**src/rtl/mems_scan_pkg.sv**
```systemverilog
// Shared definitions for the MEMS scan sequencer: DAC commands, FSM encoding, word formatter.
package mems_scan_pkg;

  localparam logic [2:0] CMD_WR_IN      = 3'b000;
  localparam logic [2:0] CMD_WR_UPD_ALL = 3'b010;
  localparam logic [2:0] CMD_SW_RST     = 3'b101;
  localparam logic [2:0] CMD_LDAC       = 3'b110;

  typedef enum logic [2:0] {
    ST_IDLE,
    ST_INIT_RST,
    ST_INIT_LDAC,
    ST_PT_WAIT,
    ST_PT_WR
  } state_t;

  // code16 arrives already left-aligned
  function automatic logic [23:0] fmt_word(input logic [2:0] cmd, input logic [2:0] addr,
                                           input logic [15:0] code16);
    return {2'b00, cmd, addr, code16};
  endfunction

endpackage

```
**src/rtl/mems_axis_ramp.sv**
```systemverilog
// One scan axis: fast axis does sawtooth/triangle with variable step, slow axes count by 1 on carry.
module mems_axis_ramp #(
  parameter int CODE_W     = 8,
  parameter int DOWN_LIMIT = 34,
  parameter int UP_LIMIT   = 154,
  parameter bit FAST       = 1'b1
) (
  input  logic              clk,
  input  logic              rst,
  input  logic              advance,
  input  logic              carry_in,
  input  logic              tri_en,
  input  logic [CODE_W-1:0] step,
  output logic [CODE_W-1:0] pos,
  output logic              carry_out
);
  localparam logic [CODE_W:0] DN = (CODE_W+1)'(DOWN_LIMIT);
  localparam logic [CODE_W:0] UP = (CODE_W+1)'(UP_LIMIT);

  logic [CODE_W-1:0] pos_q, pos_d, stp;
  logic              dir_up_q, dir_up_d, tri_act;
  logic [CODE_W:0]   sum, lo;

  assign stp     = FAST ? step : CODE_W'(1);
  assign tri_act = FAST && tri_en;
  // one extra bit keeps pos+step and DOWN_LIMIT+step from wrapping
  assign sum     = {1'b0, pos_q} + {1'b0, stp};
  assign lo      = DN + {1'b0, stp};

  always_comb begin
    pos_d     = pos_q;
    dir_up_d  = dir_up_q;
    carry_out = 1'b0;
    if (advance && carry_in) begin
      if (tri_act && !dir_up_q) begin
        if ({1'b0, pos_q} < lo) begin
          pos_d     = DN[CODE_W-1:0];
          dir_up_d  = 1'b1;
          carry_out = 1'b1;
        end else begin
          pos_d = pos_q - stp;
        end
      end else if (sum > UP) begin
        carry_out = 1'b1;
        pos_d     = tri_act ? UP[CODE_W-1:0] : DN[CODE_W-1:0];
        dir_up_d  = !tri_act;
      end else begin
        // sawtooth always runs upward, which also clears a stale down direction
        pos_d    = sum[CODE_W-1:0];
        dir_up_d = 1'b1;
      end
    end
  end

  always_ff @(posedge clk) begin
    if (rst) begin
      pos_q    <= DN[CODE_W-1:0];
      dir_up_q <= 1'b1;
    end else begin
      pos_q    <= pos_d;
      dir_up_q <= dir_up_d;
    end
  end

  assign pos = pos_q;

endmodule

```
**src/rtl/mems_scan_sequencer.sv**
```systemverilog
// MEMS scan sequencer: DAC init, then per point 2*N_AXES differential writes through the SPI master.
module mems_scan_sequencer
  import mems_scan_pkg::*;
#(
  parameter int N_AXES     = 2,
  parameter int CODE_W     = 8,
  parameter int DOWN_LIMIT = 34,
  parameter int UP_LIMIT   = 154
) (
  input  logic              clk,
  input  logic              rst,
  input  logic              start_req,
  input  logic              stop_req,
  input  logic              pause,
  input  logic              tri_mode,
  input  logic [CODE_W-1:0] step,
  input  logic              spi_busy,
  output logic              spi_start,
  output logic [23:0]       spi_word,
  input  logic              line_ack,
  input  logic              frame_ack,
  output logic              new_line,
  output logic              new_frame,
  output logic              running
);
  localparam int NCH = 2 * N_AXES;

  state_t state, state_n;
  logic [2:0]                    ch_q;
  logic                          launch, launch_ok, advance, last_ch;
  logic                          spi_start_q, new_line_q, new_frame_q;
  logic [23:0]                   spi_word_q, word_n;
  logic [CODE_W-1:0]             step_eff, sel_pos, ch_code;
  logic [15:0]                   code16;
  logic [N_AXES:0]               cin;
  logic [N_AXES-1:0][CODE_W-1:0] pos;

  assign step_eff  = (step == '0) ? CODE_W'(1) : step;
  // spi_start_q covers the cycle before the master raises busy
  assign launch_ok = !spi_busy && !spi_start_q;
  assign last_ch   = (ch_q == 3'(NCH - 1));
  assign cin[0]    = 1'b1;

  for (genvar k = 0; k < N_AXES; k++) begin : g_axis
    mems_axis_ramp #(
      .CODE_W(CODE_W), .DOWN_LIMIT(DOWN_LIMIT), .UP_LIMIT(UP_LIMIT), .FAST(k == 0)
    ) u_axis (
      .clk(clk), .rst(rst), .advance(advance), .carry_in(cin[k]), .tri_en(tri_mode),
      .step(step_eff), .pos(pos[k]), .carry_out(cin[k+1])
    );
  end

  always_comb begin
    sel_pos = pos[0];
    for (int k = 0; k < N_AXES; k++)
      if (ch_q[2:1] == 2'(k)) sel_pos = pos[k];
  end

  // odd channel is the mirrored half of the differential pair
  assign ch_code = ch_q[0] ? CODE_W'(UP_LIMIT + DOWN_LIMIT) - sel_pos : sel_pos;
  assign code16  = 16'(ch_code) << (16 - CODE_W);

  always_ff @(posedge clk) begin
    if (rst) state <= ST_IDLE;
    else     state <= state_n;
  end

  always_comb begin
    state_n = state;
    case (state)
      ST_IDLE:      if (start_req) state_n = ST_INIT_RST;
      ST_INIT_RST:  if (launch_ok) state_n = ST_INIT_LDAC;
      ST_INIT_LDAC: if (launch_ok) state_n = ST_PT_WAIT;
      ST_PT_WAIT:   if (stop_req) state_n = ST_IDLE;
                    else if (!pause) state_n = ST_PT_WR;
      ST_PT_WR:     if (launch_ok && last_ch) state_n = ST_PT_WAIT;
      default:      state_n = ST_IDLE;
    endcase
  end

  always_comb begin
    launch  = 1'b0;
    advance = 1'b0;
    word_n  = spi_word_q;
    case (state)
      ST_INIT_RST: begin
        launch = launch_ok;
        word_n = fmt_word(CMD_SW_RST, 3'd0, 16'h0001);
      end
      ST_INIT_LDAC: begin
        launch = launch_ok;
        word_n = fmt_word(CMD_LDAC, 3'd0, 16'h0000);
      end
      ST_PT_WAIT: advance = !stop_req && !pause;
      ST_PT_WR: begin
        launch = launch_ok;
        word_n = fmt_word(last_ch ? CMD_WR_UPD_ALL : CMD_WR_IN, ch_q, code16);
      end
      default: ;
    endcase
  end

  always_ff @(posedge clk) begin
    if (rst) begin
      spi_start_q <= 1'b0;
      spi_word_q  <= '0;
      ch_q        <= '0;
      new_line_q  <= 1'b0;
      new_frame_q <= 1'b0;
    end else begin
      spi_start_q <= launch;
      if (launch) spi_word_q <= word_n;
      if (advance) ch_q <= '0;
      else if (state == ST_PT_WR && launch) ch_q <= ch_q + 3'd1;
      // set beats ack; a frame end is never also reported as a line
      new_frame_q <= (advance && cin[N_AXES]) || (new_frame_q && !frame_ack);
      new_line_q  <= (advance && cin[1] && !cin[N_AXES]) || (new_line_q && !line_ack);
    end
  end

  assign spi_start = spi_start_q;
  assign spi_word  = spi_word_q;
  assign new_line  = new_line_q;
  assign new_frame = new_frame_q;
  assign running   = (state != ST_IDLE);

endmodule
```
**config.mk**
```make
export PLATFORM = sky130hd
export DESIGN_NAME = mems_scan_sequencer
export DESIGN_NICKNAME = d
export VERILOG_FILES = /design/src/rtl/mems_scan_pkg.sv /design/src/rtl/mems_axis_ramp.sv /design/src/rtl/mems_scan_sequencer.sv
export SDC_FILE = /design/constraint.sdc
export NUM_CORES = 1
export LEC_CHECK = 0
export ABC_AREA = 1
export CORE_ASPECT_RATIO = 0.6
export CORE_MARGIN = 2
export CORE_UTILIZATION = 51
export DETAILED_ROUTE_END_ITERATION = 6
export HOLD_SLACK_MARGIN = 0.12
export PLACE_DENSITY = 0.78
export SYNTH_ARGS = -nofsm -noshare
export SYNTH_HDL_FRONTEND = slang
export SYNTH_SLANG_ARGS = --single-unit
```
**constraint.sdc**
```tcl
create_clock -name clk -period 3.1 [get_ports clk]
set_clock_uncertainty 0.2 [all_clocks]
set_input_delay 0.31 -clock clk [delete_from_list [all_inputs] [get_ports clk]]
set_output_delay 0.31 -clock clk [all_outputs]
set_load 0.05 [all_outputs]
```
==> results.md <==
* Via count at 3589
* First-pass GRT wire length at 15400 µm
* Min cycle time layout at 2.93 ns
* Final worst setup slack at 0.166 ns
* Sequential share of the synthesized area at 24.5%
* RD Place Congestion at 1.00
* Root buffer cell: clkbuf_8
* Met1 usage at 42.8%
* Number of remaining DRC errors at 0
* H-tree depth at 2
* Worst setup EP type: flip-flop
* HP Class: flip-flop to flip-flop
* DP Wirelength at 7410 µm
* Starting Density at 53.0%
* CTS tree: done
* GRT overflow at 0
* DP Worst Slack at -0.307 ns
* Commonest non-fill, non-tap cell in the layout: nand2_1
* DP Area at 3930 µm²
* CTS Buf Count at 5
* Clock Path Buffers at 2
* Vias in the first global route at 3142
* Unique masters post-synth at 41
* Worst-Margin Slew at 0.516 ns
* Pins over their slew limit at 0
* Via density at 5.37
* Fmax achieved at 341 MHz
* WL/cell at 13.9 µm
* Routing usage on met2 at 38.1%
* Yosys reg bits at 40
* Crit Path Class: input port to flip-flop
* Maxcap violations at 0
* Async SR Flop Fraction at 0%
* Worst Path Max Fanout at 8
* Clk sink count at 40
* Layout area overhead at 26.3%
* Warnings, synthesis at 0
* Fraction of final layout cells sized beyond drive strength 1 at 17.0%
* EDFF count, synth at 0
* Status: completed
* Met3 usage at 7.78%
* Starting DRT DRC Count at 228
* RSZ-0062 raised after global routing: no
* R2r setup slk at 0.46 ns
* Ranking of synthesized cells by area: dfxtp_1 24%, nand2_1 15%, ha_1 10%
* Largest net degree at the start of global routing at 29
* Port buffer count at 35
* Relative slew margins at 65.5%
* Detailed Route WL at 9300 µm
* Fin crit share at 94.7%
* Mean Syn Cell Area at 6.44 µm²
* Final instance area at 4130 µm²
* Final Hold Fails at 0
* Area leader, netlist: dfxtp_1
* Mapped Area at 3270 µm²
* Nets@finish at 628
* Die area at 7090 µm²
* GR peak layer: met1
* Die width at 107 µm
* Diodes inserted at 0
* I/O pin cnt at 45
* Yosys top cell area share at 24.5%
* Chip Height at 66.0 µm
* Core area at 6170 µm²
* Antenna Nets Post-Route at 0
* Hold-fix buffers at CTS at 0
* CP required at 3.13 ns
* Worst EP arrival at 2.96 ns
* Final setup vio count at 0
* Leakage power at 1.95 nW
* CP Launch Type: input port
* Total track usage at 27.5%
* Final TNS setup at 0 ns
* Initial antenna violation count at 0
* Clock transition at path regs at 0.07 ns
* Mapped Cells at 508
* Clock Latency Late Sink at 0.29 ns
* Peak supply drop at 0.310 mV
* Commonest non-fill, non-tap cells in the layout: 125 x nand2_1, 51 x inv_1, 49 x buf_4, 48 x nand3_1, 42 x a21oi_1
* Main flop type after synthesis: dfxtp_1
* Num rows at 22
* Pwr Density at 401 nW/µm²
* First-pass iteration count of the detailed router at 5
==> power by group <==
part / total [mW] / switching [mW] / internal [mW] / leakage (nW)
combinational: 0.740 / 0.473 / 0.267 / 1.58
sequential: 0.576 / 0.0292 / 0.546 / 0.323
clock: 0.340 / 0.183 / 0.157 / 0.0479
==> timing repair <==
item	in CTS	in global routing
setup buffers	4	2
pin swaps	9	6
gates cloned	1	0
setup endpoints to repair	2	19
resized for setup	8	13
==> registers in the layout, indices dropped and copies added (netlist names) <==
register                count
g_axis.u_axis.pos          16
spi_word                   14
ch_q                        3
state                       3
g_axis.u_axis.dir_up_q      1
new_frame                   1
new_line                    1
spi_start                   1
==> kinds of logic after synthesis <==
kind of cell    count (synthesis)  share of synthesized area, %
compound gates                 82                          14.3
xor+xnor                       10                          2.68
other cells                     1                         0.115
buf+inv                        91                          12.2
mux                             1                         0.344
fa+ha+maj                      28                          11.2
simple gates                  255                          34.7
flops                          40                          24.5
==> stage by stage <==
stage	hold slack (ns)	util [%]	power [mW]	instances
detailed placement	0.252	63.7	1.28	653
CTS	0.264	65.9	1.64	666
global placement	0.252	63.7	1.27	653
global route	0.286	67.0	1.76	668
floorplan	0.253	-	1.07	516
finish	0.267	67.0	1.66	668
==> routing by layer <==
metal | wire [µm] | vias up
li1 | - | 1794
met4 | 10 | 0
met5 | 0 | -
met2 | 3560 | 157
met1 | 4680 | 1636
met3 | 1050 | 2
==> final timing paths <==
kind | startpoint | endpoint | depth (start not counted)
hold reg to reg | spi_word[12]$_SDFFE_PP0P_ | spi_word[12]$_SDFFE_PP0P_ | 2
setup / recovery | step[2] | g_axis[1].u_axis.pos[5]$_SDFFE_PP1N_ | 20
hold / removal | spi_word[12]$_SDFFE_PP0P_ | spi_word[12]$_SDFFE_PP0P_ | 2
setup reg to reg | g_axis[0].u_axis.pos[3]$_SDFFE_PP0P_ | g_axis[1].u_axis.pos[5]$_SDFFE_PP1N_ | 13
==> critical path, stage by stage <==
cell and delay [ns]:
dlygate4sd2_1 0.26, inv_2 0.07, nand2_2 0.07, nor4_4 0.25
a31o_2 0.22, ha_4 0.14, inv_1 0.05, fa_2 0.34
inv_2 0.09, nand4_1 0.16, nand3_1 0.13, nand2_1 0.05
nand2_1 0.11, nand3_2 0.10, nand2_4 0.09, nand3_4 0.12
nand2_4 0.16, buf_4 0.12, nand2_1 0.04, nand3_1 0.08
==> cell type report <==
cell class / instances / area (µm²)
Tap cell: 84 / 105
Timing Repair Buffer: 84 / 721
Clock inverter: 3 / 18.8
Clock buffer: 5 / 68.8
Multi-Input combinational cell: 386 / 2170
Inverter: 66 / 250
Sequential cell: 40 / 801
Fill cell: 543 / 2040
==> Yosys cell counts (2+ instances only) <==
cell type and count:
inv_2 11, clkbuf_1 9, nand3b_1 2, nand2_4 2, xnor2_1 2, a21o_1 2
xor2_1 8, fa_1 2, nor2_2 3, a21oi_1 42, o211ai_1 2, nor3_1 5
ha_1 26, dfxtp_1 40, nor3b_1 2, o21ai_0 19, nor2_1 40, o21ai_1 9
inv_1 54, a21oi_4 2, nand4_1 14, nand2_1 129, nand2_2 3, nand3_1 50
buf_4 12, buf_2 3
(Power assumes the default switching activity.)
